$ cat config.mk
export PLATFORM = sky130hd
export DESIGN_NAME = ahb_arbiter
export DESIGN_NICKNAME = d
export VERILOG_FILES = /design/src/rtl/ahb_pkg.sv /design/src/rtl/ahb_arb_sel.sv /design/src/rtl/ahb_arbiter.sv
export SDC_FILE = /design/constraint.sdc
export NUM_CORES = 1
export LEC_CHECK = 0
export CELL_PAD_IN_SITES_DETAIL_PLACEMENT = 1
export CELL_PAD_IN_SITES_GLOBAL_PLACEMENT = 1
export CORE_MARGIN = 3
export CORE_UTILIZATION = 37
export CTS_CLUSTER_SIZE = 25
export DETAILED_ROUTE_END_ITERATION = 12
export PLACE_DENSITY = 0.87
export SYNTH_ARGS = -nofsm -noshare
export SYNTH_HDL_FRONTEND = slang
export SYNTH_SLANG_ARGS = --single-unit
$ cat constraint.sdc
create_clock -name ahb_clk_in -period 3.26 [get_ports ahb_clk_in]
set_input_delay 0.815 -clock ahb_clk_in [delete_from_list [all_inputs] [get_ports ahb_clk_in]]
set_output_delay 0.815 -clock ahb_clk_in [all_outputs]
set_load 0.01 [all_outputs]
$ cat src/rtl/ahb_pkg.sv
// Shared AHB encodings, arbiter state type and burst-length helper.
package ahb_pkg;

   localparam logic [1:0] HTRANS_IDLE   = 2'd0;
   localparam logic [1:0] HTRANS_BUSY   = 2'd1;
   localparam logic [1:0] HTRANS_NONSEQ = 2'd2;
   localparam logic [1:0] HTRANS_SEQ    = 2'd3;

   localparam logic [2:0] HBURST_SINGLE = 3'd0;
   localparam logic [2:0] HBURST_INCR   = 3'd1;
   localparam logic [2:0] HBURST_WRAP4  = 3'd2;
   localparam logic [2:0] HBURST_INCR4  = 3'd3;
   localparam logic [2:0] HBURST_WRAP8  = 3'd4;
   localparam logic [2:0] HBURST_INCR8  = 3'd5;
   localparam logic [2:0] HBURST_WRAP16 = 3'd6;
   localparam logic [2:0] HBURST_INCR16 = 3'd7;

   typedef enum logic [1:0] {
      ARB_IDLE   = 2'd0,
      ARB_OWN    = 2'd1,
      ARB_BURST  = 2'd2,
      ARB_LOCKED = 2'd3
   } arb_state_e;

   // Beats remaining after the NONSEQ beat; 0 means undefined-length or single.
   function automatic logic [3:0] burst_beats(input logic [2:0] burst);
      case (burst)
         HBURST_WRAP4,  HBURST_INCR4:  return 4'd3;
         HBURST_WRAP8,  HBURST_INCR8:  return 4'd7;
         HBURST_WRAP16, HBURST_INCR16: return 4'd15;
         default:                      return 4'd0;
      endcase
   endfunction

endpackage

$ cat src/rtl/ahb_arb_sel.sv
// Combinational master selector: fixed lowest-index priority, or rotating
// priority after the last owner when AHB_ARB_ROUND_ROBIN_EN is defined.
module ahb_arb_sel #(
   parameter int MASTER_NUM = 4,
   parameter int MID_WIDTH  = 3
) (
   input  logic [MASTER_NUM-1:0] busreq_i,
`ifdef AHB_ARB_ROUND_ROBIN_EN
   input  logic [MID_WIDTH-1:0]  ptr_i,
`endif
   output logic [MASTER_NUM-1:0] grant_o,
   output logic [MID_WIDTH-1:0]  idx_o,
   output logic                  valid_o
);

`ifdef AHB_ARB_ROUND_ROBIN_EN
   int best_dist;
   int dist;

   // Distance from ptr+1; the last owner itself is the furthest candidate.
   always_comb begin
      grant_o   = '0;
      idx_o     = '0;
      valid_o   = |busreq_i;
      best_dist = MASTER_NUM;
      dist      = 0;
      for (int j = 0; j < MASTER_NUM; j++) begin
         dist = (j + 2 * MASTER_NUM - int'(ptr_i) - 1) % MASTER_NUM;
         if (busreq_i[j] && (dist < best_dist)) begin
            best_dist  = dist;
            idx_o      = MID_WIDTH'(j);
            grant_o    = '0;
            grant_o[j] = 1'b1;
         end
      end
   end
`else
   // Scan downwards so the lowest requesting index is written last.
   always_comb begin
      grant_o = '0;
      idx_o   = '0;
      valid_o = 1'b0;
      for (int i = MASTER_NUM - 1; i >= 0; i--) begin
         if (busreq_i[i]) begin
            grant_o    = '0;
            grant_o[i] = 1'b1;
            idx_o      = MID_WIDTH'(i);
            valid_o    = 1'b1;
         end
      end
   end
`endif

endmodule

$ cat src/rtl/ahb_arbiter.sv
// AHB bus arbiter: grant FSM, fixed-burst counter and HMASTER/data-owner pipeline.
// Build option AHB_ARB_ROUND_ROBIN_EN selects rotating priority; arb_state_out exposes the FSM.
module ahb_arbiter
   import ahb_pkg::*;
#(
   parameter int MASTER_NUM     = 4,
   parameter int DEFAULT_MASTER = 0,
   parameter int MID_WIDTH      = 3
) (
   input  logic                  ahb_clk_in,
   input  logic                  ahb_rstn_in,
   input  logic [MASTER_NUM-1:0] master_busreq_in,
   input  logic [MASTER_NUM-1:0] master_lock_in,
   input  logic [1:0]            ahb_trans_in,
   input  logic [2:0]            ahb_burst_in,
   input  logic                  ahb_ready_in,
   output logic [MASTER_NUM-1:0] master_grant_out,
   output logic [MID_WIDTH-1:0]  ahb_master_out,
   output logic                  ahb_mastlock_out,
   output logic [MID_WIDTH-1:0]  data_master_out,
   output arb_state_e            arb_state_out
);

   localparam logic [MASTER_NUM-1:0] DEF_GRANT = MASTER_NUM'(1) << DEFAULT_MASTER;
   localparam logic [MID_WIDTH-1:0]  DEF_IDX   = MID_WIDTH'(DEFAULT_MASTER);

   arb_state_e              state_q;
   logic [MASTER_NUM-1:0]   grant_q;
   logic [MID_WIDTH-1:0]    grant_idx_q;
   logic [3:0]              cnt_q;
   logic [MID_WIDTH-1:0]    master_q;
   logic                    mastlock_q;
   logic [MID_WIDTH-1:0]    data_master_q;

   logic [MASTER_NUM-1:0]   sel_grant;
   logic [MID_WIDTH-1:0]    sel_idx;
   logic                    sel_valid;
   logic                    own_lock;
   logic                    start_burst;
   logic [3:0]              beats;

   // The granted index doubles as the last-owner pointer for rotation.
   ahb_arb_sel #(
      .MASTER_NUM (MASTER_NUM),
      .MID_WIDTH  (MID_WIDTH)
   ) u_sel (
      .busreq_i (master_busreq_in),
`ifdef AHB_ARB_ROUND_ROBIN_EN
      .ptr_i    (grant_idx_q),
`endif
      .grant_o  (sel_grant),
      .idx_o    (sel_idx),
      .valid_o  (sel_valid)
   );

   assign own_lock    = |(master_lock_in & grant_q);
   assign beats       = burst_beats(ahb_burst_in);
   assign start_burst = (ahb_trans_in == HTRANS_NONSEQ) && (beats != 4'd0);

   always_ff @(posedge ahb_clk_in or negedge ahb_rstn_in) begin
      if (!ahb_rstn_in) begin
         state_q       <= ARB_IDLE;
         grant_q       <= DEF_GRANT;
         grant_idx_q   <= DEF_IDX;
         cnt_q         <= 4'd0;
         master_q      <= DEF_IDX;
         mastlock_q    <= 1'b0;
         data_master_q <= DEF_IDX;
      end else if (ahb_ready_in) begin
         // Address-phase owner lags the grant by one ready cycle, data phase by one more.
         master_q      <= grant_idx_q;
         mastlock_q    <= own_lock;
         data_master_q <= master_q;
         case (state_q)
            ARB_IDLE: begin
               if (sel_valid) begin
                  grant_q     <= sel_grant;
                  grant_idx_q <= sel_idx;
                  state_q     <= ARB_OWN;
               end
            end
            ARB_OWN: begin
               if (start_burst) begin
                  cnt_q   <= beats;
                  state_q <= ARB_BURST;
               end else if (own_lock) begin
                  state_q <= ARB_LOCKED;
               end else if (sel_valid) begin
                  grant_q     <= sel_grant;
                  grant_idx_q <= sel_idx;
               end else begin
                  grant_q     <= DEF_GRANT;
                  grant_idx_q <= DEF_IDX;
                  state_q     <= ARB_IDLE;
               end
            end
            ARB_BURST: begin
               if (ahb_trans_in == HTRANS_SEQ) begin
                  cnt_q <= cnt_q - 4'd1;
                  if (cnt_q <= 4'd1) begin
                     cnt_q   <= 4'd0;
                     state_q <= ARB_OWN;
                  end
               end else if (ahb_trans_in != HTRANS_BUSY) begin
                  // IDLE or a fresh NONSEQ ends the burst early.
                  cnt_q   <= 4'd0;
                  state_q <= ARB_OWN;
               end
            end
            ARB_LOCKED: begin
               if (!own_lock) begin
                  state_q <= ARB_OWN;
               end
            end
            default: begin
               state_q <= ARB_IDLE;
            end
         endcase
      end
   end

   assign master_grant_out = grant_q;
   assign ahb_master_out   = master_q;
   assign ahb_mastlock_out = mastlock_q;
   assign data_master_out  = data_master_q;
   assign arb_state_out    = state_q;

endmodule

==> impl_metrics.toml <==
[placement]
place_congestion = 0.798
port_buffers = 25
place_area_um2 = 1250
dp_cells = 146
dpl.hpwl_mm = 2.07

[clock_tree]
clkLatencyLatePin_ns = 0.29
h-tree-depth = 1
tritoncts = "done"
cts_hold_buffers = 0
clk_pin_slew_ns = 0.10
clock_sinks = 17
post_cts_buffers = 0
cts_root_buf = "clkbuf_4"
cts_buffers = 3
clock_path_buffers = 2
cts_resized = 0

[floorplanning]
initial_utilization = 0.393
num_rows = 18
pin_count = 29
core-area_um2 = 2500
die_x_um = 57.6
die_y_um = 57.6
die_area_um2 = 3310

[grt]
grt_max_degree = 18
grtUsageTotal = 0.176
overflow = 0
grt_pass1_vias = 924
antenna_found_initial = 0
grt_pass1_wl_mm = 4.55

[timing]
clock-skew-final_ns = 0.00571
slew_viol_final = 0
max_slew_margin = 0.477
finalCriticalPeriod_ns = 2.37
min_period_over_period = 0.726
tightest_slew_ns = 0.772
finalHoldViolations = 0
max_freq_mhz = 422
setup_tns_ns = 0
setup_violations = 0
rsz0062_at_grt = "false"

[synthesis]
synth_area_leaders = "dfrtp_1, mux2_2, mux2_4"
netlist_top_cells_count = "dfrtp_1, inv_1, mux2_2, nand2b_1, nor2_1"
synth_edf_count = 0
synth.avg_cell_area_um2 = 10.5
synth_cells = 94
synth_seq_area_share = 0.434
ys_types = 37
synth-main-ff-cell = "dfrtp_1"
yosys.area.top_type = "dfrtp_1"
syn-cell-area_um2 = 983
yosys.cell_count.top_type = "dfrtp_1"
synth_seq_cells = 17
synth_top_area_share = 0.407
async_flop_share = 1.00
ys.warnings.count = 0

[power]
p_leak_nw = 0.529
peakVddDrop_v = 0.000396
power_density_nw_per_um2 = 716
total_power_uw = 912

[worst_setup_path]
crit_path_end_kind = "flip-flop"
cp.depth = 5
cp_cell_sequence = "clkdlybuf4s50_1 > a22oi_1 > o2111a_1 > o21a_1 > mux2_4"
slowest_stage = "clkdlybuf4s50_1"
path_buf_inv = 1
cp_slowest_stage_delay_ns = 0.40
r2r_cells = 6
critPathTopFamily = "compound AO/OA/AOI/OAI gates"
cp_max_fo = 6
r2r_setup_slack_ns = 1.21
setup.worst_path.start_class = "input pin"
crit_arrival_ns = 2.55
path_class = "in -> reg"
critPathRequiredTime_ns = 3.44

[worst_hold_path]
holdPathStages = 2
hp-class = "reg -> reg"

[final_layout]
layout.cells.non_filler = 150
nFillCells = 286
design_area_um2 = 1270
area_growth_pct = 29.5
num_antenna_cells = 0
drive_gt1_frac = 0.133
nets = 139

[detailed_routing]
routedWlPerCell_um = 17.7
route.detailed.drc = 0
wl_mm = 2.66
num_vias = 831
avgViaCountPerCell = 5.54
dr.pass1.iters = 3
antenna_left = 0
drt-initial-drc-count = 18

[job]
cap_violations = 0

[run_status]
status = "finished, final reports clean"
## through the flow
stage          hold slack [ns]  utilization  setup WS, ns
3_5_place_dp             0.470        0.499         0.575
2_1_floorplan            0.476            -          1.31
6_report                 0.486        0.510         0.892
3_3_place_gp             0.472        0.499         0.629
4_1_cts                  0.489        0.510         0.893
5_1_grt                  0.523        0.510         0.809
## tightest hold or removal path, stage by stage, from the launching register on
cell and delay, ns:
dfstp_2 0.39, inv_1 0.05, mux2i_1 0.06
## path summary, 6_finish.rpt
kind	start	endpoint
setup reg to reg	cnt_q[0]	cnt_q[3]
hold reg to reg	master_grant_out[0]	master_grant_out[0]
max in group asynchronous	ahb_rstn_in	ahb_mastlock_out
min in group asynchronous	ahb_rstn_in	ahb_master_out[1]
setup / recovery	master_lock_in[1]	grant_idx_q[0]
hold / removal	master_grant_out[0]	master_grant_out[0]
## routing by layer
layer  vias up  global-route usage  wire length [um]  part of all wire
met5         -                   0                 0                 0
met4         0              0.0497                19            0.0071
met3         2              0.0339                67             0.025
met2        10               0.315              1460              0.55
met1       422               0.213              1110              0.42
li1        397                   -                 -                 -
## cell usage in the layout, fill, tap and decap left out, drive strengths merged, types with 2 or more instances in the layout
cell / netlist / layout
nor2: 6 / 6
nand2: 3 / 3
a22oi: 2 / 2
mux2: 9 / 9
inv: 7 / 7
mux2i: 3 / 3
clkbuf: 1 / 4
a32o: 2 / 2
o21ai: 5 / 5
a31oi: 3 / 3
conb: 1 / 2
o211ai: 2 / 2
nor3: 3 / 3
clkdlybuf4s50: 0 / 25
ha: 2 / 2
a21oi: 3 / 3
dfrtp: 16 / 16
nand2b: 6 / 6
o311ai: 2 / 2
## final cells by class
type	instances	area, um^2	share of cell area
multi-input cells	66	499	0.392
inverters	7	26.3	0.0206
repair buffers	26	258	0.202
flip-flops and latches	17	427	0.335
well taps	30	37.5	0.0295
clock buffers	4	26.3	0.0206
## power breakdown
part	internal (mW)	switching (mW)	total, mW
clock	0.0475	0.0685	0.116
sequential	0.303	0.0863	0.390
combinational	0.235	0.171	0.406
total	0.586	0.326	0.912
## logic make-up after synthesis
kind of cell               after synthesis  synth area share
muxes                                   12             0.145
and+or+nand+nor                         23             0.122
AOI/OAI and AO/OA                       27             0.207
DFF                                     17             0.434
buffers and inverters                   12            0.0623
other                                    1           0.00381
adders and majority gates                2            0.0254
## registers in the layout (all words and copies together), names as in the netlist
| name | cells |
|---|---|
| cnt_q | 4 |
| master_grant_out | 4 |
| grant_idx_q | 2 |
| data_master_out | 2 |
| ahb_master_out | 2 |
| ahb_mastlock_out | 1 |
| arb_state_out | 2 |
Note: power is estimated with default switching activity, not from simulation.
